## src/rtl/imem_loader_if.sv

```systemverilog
// Byte-stream loader bus: host-side byte handshake and control on one side,
// instruction-memory write port and status on the other.
interface imem_loader_if #(
  parameter int ADDR_WIDTH = 8
);
  logic                  start;
  logic [ADDR_WIDTH-1:0] start_addr;
  logic [ADDR_WIDTH:0]   word_count;
  logic                  byte_valid;
  logic [7:0]            byte_in;
  logic                  byte_ready;
  logic                  wr_en;
  logic [31:0]           wr_addr;
  logic [31:0]           wr_data;
  logic                  busy;
  logic                  done;
  logic [31:0]           checksum;

  // Host / boot source side: issues the load and the byte stream
  modport master (
    output start, start_addr, word_count, byte_valid, byte_in,
    input  byte_ready, wr_en, wr_addr, wr_data, busy, done, checksum
  );

  // Loader side: consumes bytes and drives the memory write port
  modport slave (
    input  start, start_addr, word_count, byte_valid, byte_in,
    output byte_ready, wr_en, wr_addr, wr_data, busy, done, checksum
  );
endinterface

```

## src/rtl/imem_loader.sv

```systemverilog
// Instruction-memory loader: packs a little-endian byte stream into 32-bit
// words and writes them to consecutive word addresses, keeping a running
// mod-2^32 checksum of the words written in the current load.
module imem_loader #(
  parameter int ADDR_WIDTH = 8
) (
  input logic         clk,
  input logic         reset,
  imem_loader_if.slave bus
);

  typedef enum logic [1:0] {
    IDLE    = 2'd0,
    COLLECT = 2'd1,
    WRITE   = 2'd2,
    DONE    = 2'd3
  } state_t;

  state_t                state_q;
  logic [ADDR_WIDTH-1:0] addr_q;
  logic [ADDR_WIDTH:0]   wordsLeft_q;
  logic [1:0]            byteIdx_q;
  logic [23:0]           word_q;
  logic [ADDR_WIDTH-1:0] wrAddr_q;
  logic [31:0]           wrData_q;
  logic [31:0]           checksum_q;
  logic                  byteReady_q;
  logic                  wrEn_q;
  logic                  busy_q;
  logic                  done_q;

  logic [ADDR_WIDTH-1:0] addr_d;
  logic [ADDR_WIDTH:0]   wordsLeft_d;
  logic [31:0]           checksum_d;

  // Arithmetic applied when a word leaves WRITE: next address (wraps), remaining count, checksum
  always_comb begin
    addr_d      = addr_q + 1'b1;
    wordsLeft_d = wordsLeft_q - 1'b1;
    checksum_d  = checksum_q + wrData_q;
  end

  // Load sequencer: collects four bytes per word, issues one write strobe, then pulses done
  always_ff @(posedge clk or negedge reset) begin
    if (!reset) begin
      state_q     <= IDLE;
      addr_q      <= '0;
      wordsLeft_q <= '0;
      byteIdx_q   <= '0;
      word_q      <= '0;
      wrAddr_q    <= '0;
      wrData_q    <= '0;
      checksum_q  <= '0;
      byteReady_q <= 1'b0;
      wrEn_q      <= 1'b0;
      busy_q      <= 1'b0;
      done_q      <= 1'b0;
    end else begin
      case (state_q)
        IDLE: begin
          if (bus.start) begin
            addr_q      <= bus.start_addr;
            wordsLeft_q <= bus.word_count;
            checksum_q  <= '0;
            byteIdx_q   <= '0;
            busy_q      <= 1'b1;
            if (bus.word_count == '0) begin
              state_q <= DONE;
              done_q  <= 1'b1;
            end else begin
              state_q     <= COLLECT;
              byteReady_q <= 1'b1;
            end
          end
        end
        COLLECT: begin
          if (bus.byte_valid && byteReady_q) begin
            byteIdx_q <= byteIdx_q + 1'b1;
            case (byteIdx_q)
              2'd0: word_q[7:0]   <= bus.byte_in;
              2'd1: word_q[15:8]  <= bus.byte_in;
              2'd2: word_q[23:16] <= bus.byte_in;
              default: begin
                wrData_q    <= {bus.byte_in, word_q};
                wrAddr_q    <= addr_q;
                wrEn_q      <= 1'b1;
                byteReady_q <= 1'b0;
                state_q     <= WRITE;
              end
            endcase
          end
        end
        WRITE: begin
          wrEn_q      <= 1'b0;
          checksum_q  <= checksum_d;
          addr_q      <= addr_d;
          wordsLeft_q <= wordsLeft_d;
          byteIdx_q   <= '0;
          if (wordsLeft_q == {{ADDR_WIDTH{1'b0}}, 1'b1}) begin
            state_q <= DONE;
            done_q  <= 1'b1;
          end else begin
            state_q     <= COLLECT;
            byteReady_q <= 1'b1;
          end
        end
        DONE: begin
          done_q  <= 1'b0;
          busy_q  <= 1'b0;
          state_q <= IDLE;
        end
        default: state_q <= IDLE;
      endcase
    end
  end

  assign bus.byte_ready = byteReady_q;
  assign bus.wr_en      = wrEn_q;
  assign bus.wr_addr    = {{(32-ADDR_WIDTH){1'b0}}, wrAddr_q};
  assign bus.wr_data    = wrData_q;
  assign bus.busy       = busy_q;
  assign bus.done       = done_q;
  assign bus.checksum   = checksum_q;

endmodule

```

## src/flat_wrapper.sv

```systemverilog
// flat-port wrapper written by rule: the top's interface ports become plain ports
module imem_loader_flat 
#(
  parameter int ADDR_WIDTH = 8
)
  (clk, reset, bus_start, bus_start_addr, bus_word_count, bus_byte_valid, bus_byte_in, bus_byte_ready, bus_wr_en, bus_wr_addr, bus_wr_data, bus_busy, bus_done, bus_checksum);
  imem_loader_if #(.ADDR_WIDTH(ADDR_WIDTH)) bus_i ();
  input logic clk;
  input logic reset;
  input wire logic [$bits(bus_i.start)-1:0] bus_start;
  input wire logic [$bits(bus_i.start_addr)-1:0] bus_start_addr;
  input wire logic [$bits(bus_i.word_count)-1:0] bus_word_count;
  input wire logic [$bits(bus_i.byte_valid)-1:0] bus_byte_valid;
  input wire logic [$bits(bus_i.byte_in)-1:0] bus_byte_in;
  output wire logic [$bits(bus_i.byte_ready)-1:0] bus_byte_ready;
  output wire logic [$bits(bus_i.wr_en)-1:0] bus_wr_en;
  output wire logic [$bits(bus_i.wr_addr)-1:0] bus_wr_addr;
  output wire logic [$bits(bus_i.wr_data)-1:0] bus_wr_data;
  output wire logic [$bits(bus_i.busy)-1:0] bus_busy;
  output wire logic [$bits(bus_i.done)-1:0] bus_done;
  output wire logic [$bits(bus_i.checksum)-1:0] bus_checksum;
  assign bus_i.start = bus_start;
  assign bus_i.start_addr = bus_start_addr;
  assign bus_i.word_count = bus_word_count;
  assign bus_i.byte_valid = bus_byte_valid;
  assign bus_i.byte_in = bus_byte_in;
  assign bus_byte_ready = bus_i.byte_ready;
  assign bus_wr_en = bus_i.wr_en;
  assign bus_wr_addr = bus_i.wr_addr;
  assign bus_wr_data = bus_i.wr_data;
  assign bus_busy = bus_i.busy;
  assign bus_done = bus_i.done;
  assign bus_checksum = bus_i.checksum;
  imem_loader #(.ADDR_WIDTH(ADDR_WIDTH)) u_core (.clk(clk), .reset(reset), .bus(bus_i));
endmodule
```

## config.mk

```make
export PLATFORM = sky130hd
export DESIGN_NAME = imem_loader_flat
export DESIGN_NICKNAME = d
export VERILOG_FILES = /design/src/rtl/imem_loader_if.sv /design/src/rtl/imem_loader.sv /design/src/flat_wrapper.sv
export SDC_FILE = /design/constraint.sdc
export NUM_CORES = 1
export LEC_CHECK = 0
export BUFFER_PORTS_ARGS = -buffer_cell sky130_fd_sc_hd__clkbuf_2
export CAP_MARGIN = 20
export CORE_ASPECT_RATIO = 1.25
export CORE_UTILIZATION = 55
export CTS_CLUSTER_DIAMETER = 40
export CTS_CLUSTER_SIZE = 12
export DETAILED_ROUTE_END_ITERATION = 16
export GPL_TIMING_DRIVEN = 1
export HOLD_SLACK_MARGIN = 0.12
export PLACE_DENSITY_LB_ADDON = 0.25
export SKIP_LAST_GASP = 1
export SYNTH_ARGS = -nofsm -noshare
export SYNTH_HDL_FRONTEND = slang
export SYNTH_SLANG_ARGS = --single-unit
```

## constraint.sdc

```tcl
create_clock -name clk -period 3 [get_ports clk]
set_input_delay 0.15 -clock clk [delete_from_list [all_inputs] [get_ports clk]]
set_output_delay 0.15 -clock clk [all_outputs]
set_load 0.02 [all_outputs]
```

==> reports/results.ini <==
[run]
maxCapViolCount=0

[floorplan]
fp.dieW_um=101
initial_utilization_pct=56.2
dieArea_mm2=0.0128
die_y_um=126
ios=129
rows=45
coreArea_mm2=0.0121

[synth]
synthAdderAreaFrac_pct=7.28
async_flop_share_pct=100
syn_area_mm2=0.00681
yosys_warnings=0
yosys.area_share.simple_pct=11.6
netlist_instances=673
synth_edf_count=0
ys_seq_area_share_pct=44.5
synth_area_leaders=dfrtp_1 44%, mux2_2 10%, ha_1 7.0%
yosysUniqueCellTypes=66
synth_compound_area_share_pct=17.2
syn_area_per_cell_um2=10.1
synth_top_area_share_pct=44.5
synth-xor-area-share_pct=3.35
yosys_most_used_dff=dfrtp_1
synthMuxAreaShare_pct=10.4
synth_top_family_by_area=compound AO/OA/AOI/OAI gates
synth_area_leader_cell=dfrtp_1
synth_seq_cells=121

[power_and_ir_drop]
ir_drop_uv=584
p_leak_uw=0.00409
powerDensity_mw_per_mm2=943

[drt]
wl_per_cell_um=18.0
dr_total_vias=5628
drc=0
wirelength_mm=17.6
dr.pass1.iters=5
via_per_inst=5.77
drtAntennaViolNets=0
first_iter_violations=314

[place]
place_ws_ns=0.129
dp.cells=922
globalplace.congestion=0.880
dpl.hpwl_mm=12.5
post_dp_cell_area_mm2=0.00743
io_buffers=104

[finish]
final_util_pct=68.3
area_growth_pct=21.5
fin_area_mm2=0.00827
fillCellCount=963
fin_nets=866
drive_gt1_share_pct=27.6
fin_cells=975
antenna_cells=0

[global_routing]
grt_usage_pct=29.0
first_global_vias=5682
overflow=0
grt_pass1_wl_mm=28.0
grt_max_degree=78
antenna_found_initial=0

[min_path]
worstHoldPathType=in2reg
holdCritStartpoint=bus_byte_in[1]
min_delay_path_depth=2
holdPathEnd=u_core.word_q[9]$_DFFE_PN0P_

[timing]
worst_pin_slew_ns=0.766
hold_viol_final=0
slew_headroom_pct=48.5
maxSlewViolCount=0
period_share_pct=97.1
max_freq_mhz=343
fin_crit_ns=2.91
setup_slack_ns=0.0873
fin_skew_ns=0.00628
rsz0062_at_grt=yes
setup_viol=0

[setup_path]
reg2reg_depth=11
worst-setup-path-type=reg2reg
start_kind=flop
arrival_ns=3.26
cp.required_ns=3.35
r2r-start=u_core.bus.checksum[0]$_DFFE_PN0P_
r2r_slack_ns=0.09
cp_max_fo=5
r2r_end=u_core.bus.checksum[26]$_DFFE_PN0P_
worstSetupEndpointType=flop

[clocking]
htree_num_levels=4
cts_root_buf=clkbuf_16
ctsResizeCount=0
cts.sinks=121
tritoncts=done
post-cts-setup-buffer-count=0
clk_latency_ns=0.41
ctsLongestPathBuffers=2
clk_pin_slew_ns=0.06
numCtsBuffers=17

[run_status]
status=finished, final reports clean

-- metrics by stage --
step                      total power [uW]  hold slack [ns]  setup TNS, ns
final                                 7800            0.141              0
after CTS                             7820            0.130              0
after global placement                5520            0.203              0
after global routing                  8250            0.128       -0.00155
after floorplan                       4720           -0.146              0
after detailed placement              5620            0.200              0
-- critical path, stage by stage, from the launching register on --
cell	delay (ns)
dfrtp_1	0.37
ha_1	0.21
inv_1	0.07
fa_1	0.39
and2b_1	0.24
o2111ai_2	0.14
a211oi_2	0.31
a311oi_2	0.19
o31ai_4	0.27
a21oi_2	0.15
or4_1	0.43
nand3_1	0.09
-- cell usage after synthesis, drive strengths merged, types with 5 or more instances --
library cell,n
nor3,7
o21ai,62
dfrtp,121
a211oi,7
xnor2,11
nand2,71
xor2,15
buf,33
a21o,16
nor2,20
and3,6
mux2,63
ha,38
o22ai,8
a21oi,48
inv,21
nand4,12
or3,5
clkbuf,22
nor4,5
nand3,18
a31oi,11
-- registers in the layout, indices dropped and copies added, names as in the netlist --
signal	count
u_core.addr_q	8
u_core.bus.busy	1
u_core.bus.byte_ready	1
u_core.bus.checksum	32
u_core.bus.done	1
u_core.bus.wr_data	32
u_core.bus.wr_en	1
u_core.byteIdx_q	2
u_core.state_q	2
u_core.word_q	24
u_core.wordsLeft_q	9
u_core.wrAddr_q	8
-- layout by cell type (no fill, tap or decap), types with 10 or more instances in the layout --
master / Yosys / layout
buf_4: 24 / 13
xnor2_1: 11 / 11
a31oi_1: 10 / 10
nand3_1: 18 / 18
clkbuf_2: 0 / 103
dfrtp_1: 121 / 121
o21ai_1: 11 / 11
conb_1: 1 / 24
mux2_2: 63 / 63
a21oi_1: 46 / 46
o21ai_0: 51 / 51
nand2_1: 71 / 71
inv_1: 21 / 21
clkbuf_16: 0 / 17
ha_1: 38 / 38
a21o_1: 16 / 16
xor2_1: 15 / 15
nor2_1: 20 / 19
dlygate4sd3_1: 0 / 21
nand4_1: 12 / 12
-- per-layer routing --
| metal | routed length, um | vias to the layer above | GRT usage [%] | share of wire [%] |
|---|---|---|---|---|
| met5 | 0 | - | 0 | 0 |
| met4 | 566 | 0 | 14.4 | 3.2 |
| met2 | 9090 | 188 | 50.1 | 52 |
| met3 | 820 | 44 | 5.90 | 4.7 |
| li1 | - | 2638 | - | - |
| met1 | 7120 | 2758 | 33.9 | 40 |
-- timing repair --
item                       in CTS  in global routing
setup endpoints to repair       0                  2
hold buffers                   21                  0
hold endpoints to repair       76                  0
-- cell type report --
| type | instances | area (um2) | share of cell area (%) |
|---|---|---|---|
| Clock buffer | 21 | 450 | 5.45 |
| Clock inverter | 11 | 171 | 2.07 |
| Inverter | 21 | 78.8 | 0.954 |
| Multi-Input combinational cell | 499 | 3490 | 42.2 |
| Sequential cell | 121 | 3030 | 36.6 |
| Tap cell | 164 | 205 | 2.48 |
| Timing Repair Buffer | 138 | 843 | 10.2 |
-- report_power, final --
group | total, uW | switching (uW) | internal [uW]
registers | 2820 | 555 | 2260
logic | 2840 | 1700 | 1130
clock network | 2140 | 733 | 1410
total | 7800 | 2990 | 4800
-- cells by family (layout without fill, tap and decap cells) --
family / count (synthesis) / in the layout
compound gates: 182 / 182
xor+xnor: 26 / 26
fa+ha+maj: 39 / 39
buf+inv: 76 / 191
flops: 121 / 121
mux: 63 / 63
other cells: 1 / 24
simple gates: 165 / 165
-- worst max-delay path by stage --
stage,slack [ns],from,endpoint
finish,0.09,u_core.bus.checksum[0]$_DFFE_PN0P_,u_core.bus.checksum[26]$_DFFE_PN0P_
CTS,0.06,u_core.bus.checksum[0]$_DFFE_PN0P_,u_core.bus.checksum[26]$_DFFE_PN0P_
global placement,0.19,u_core.bus.checksum[0]$_DFFE_PN0P_,u_core.bus.checksum[26]$_DFFE_PN0P_
detailed placement,0.13,u_core.bus.checksum[0]$_DFFE_PN0P_,u_core.bus.checksum[26]$_DFFE_PN0P_
floorplan,0.14,u_core.bus.checksum[0]$_DFFE_PN0P_,u_core.bus.checksum[26]$_DFFE_PN0P_
global route,-0.002,u_core.bus.wr_data[0]$_DFFE_PN0P_,u_core.bus.checksum[26]$_DFFE_PN0P_
No activity file was read; power rests on OpenSTA's default activity.
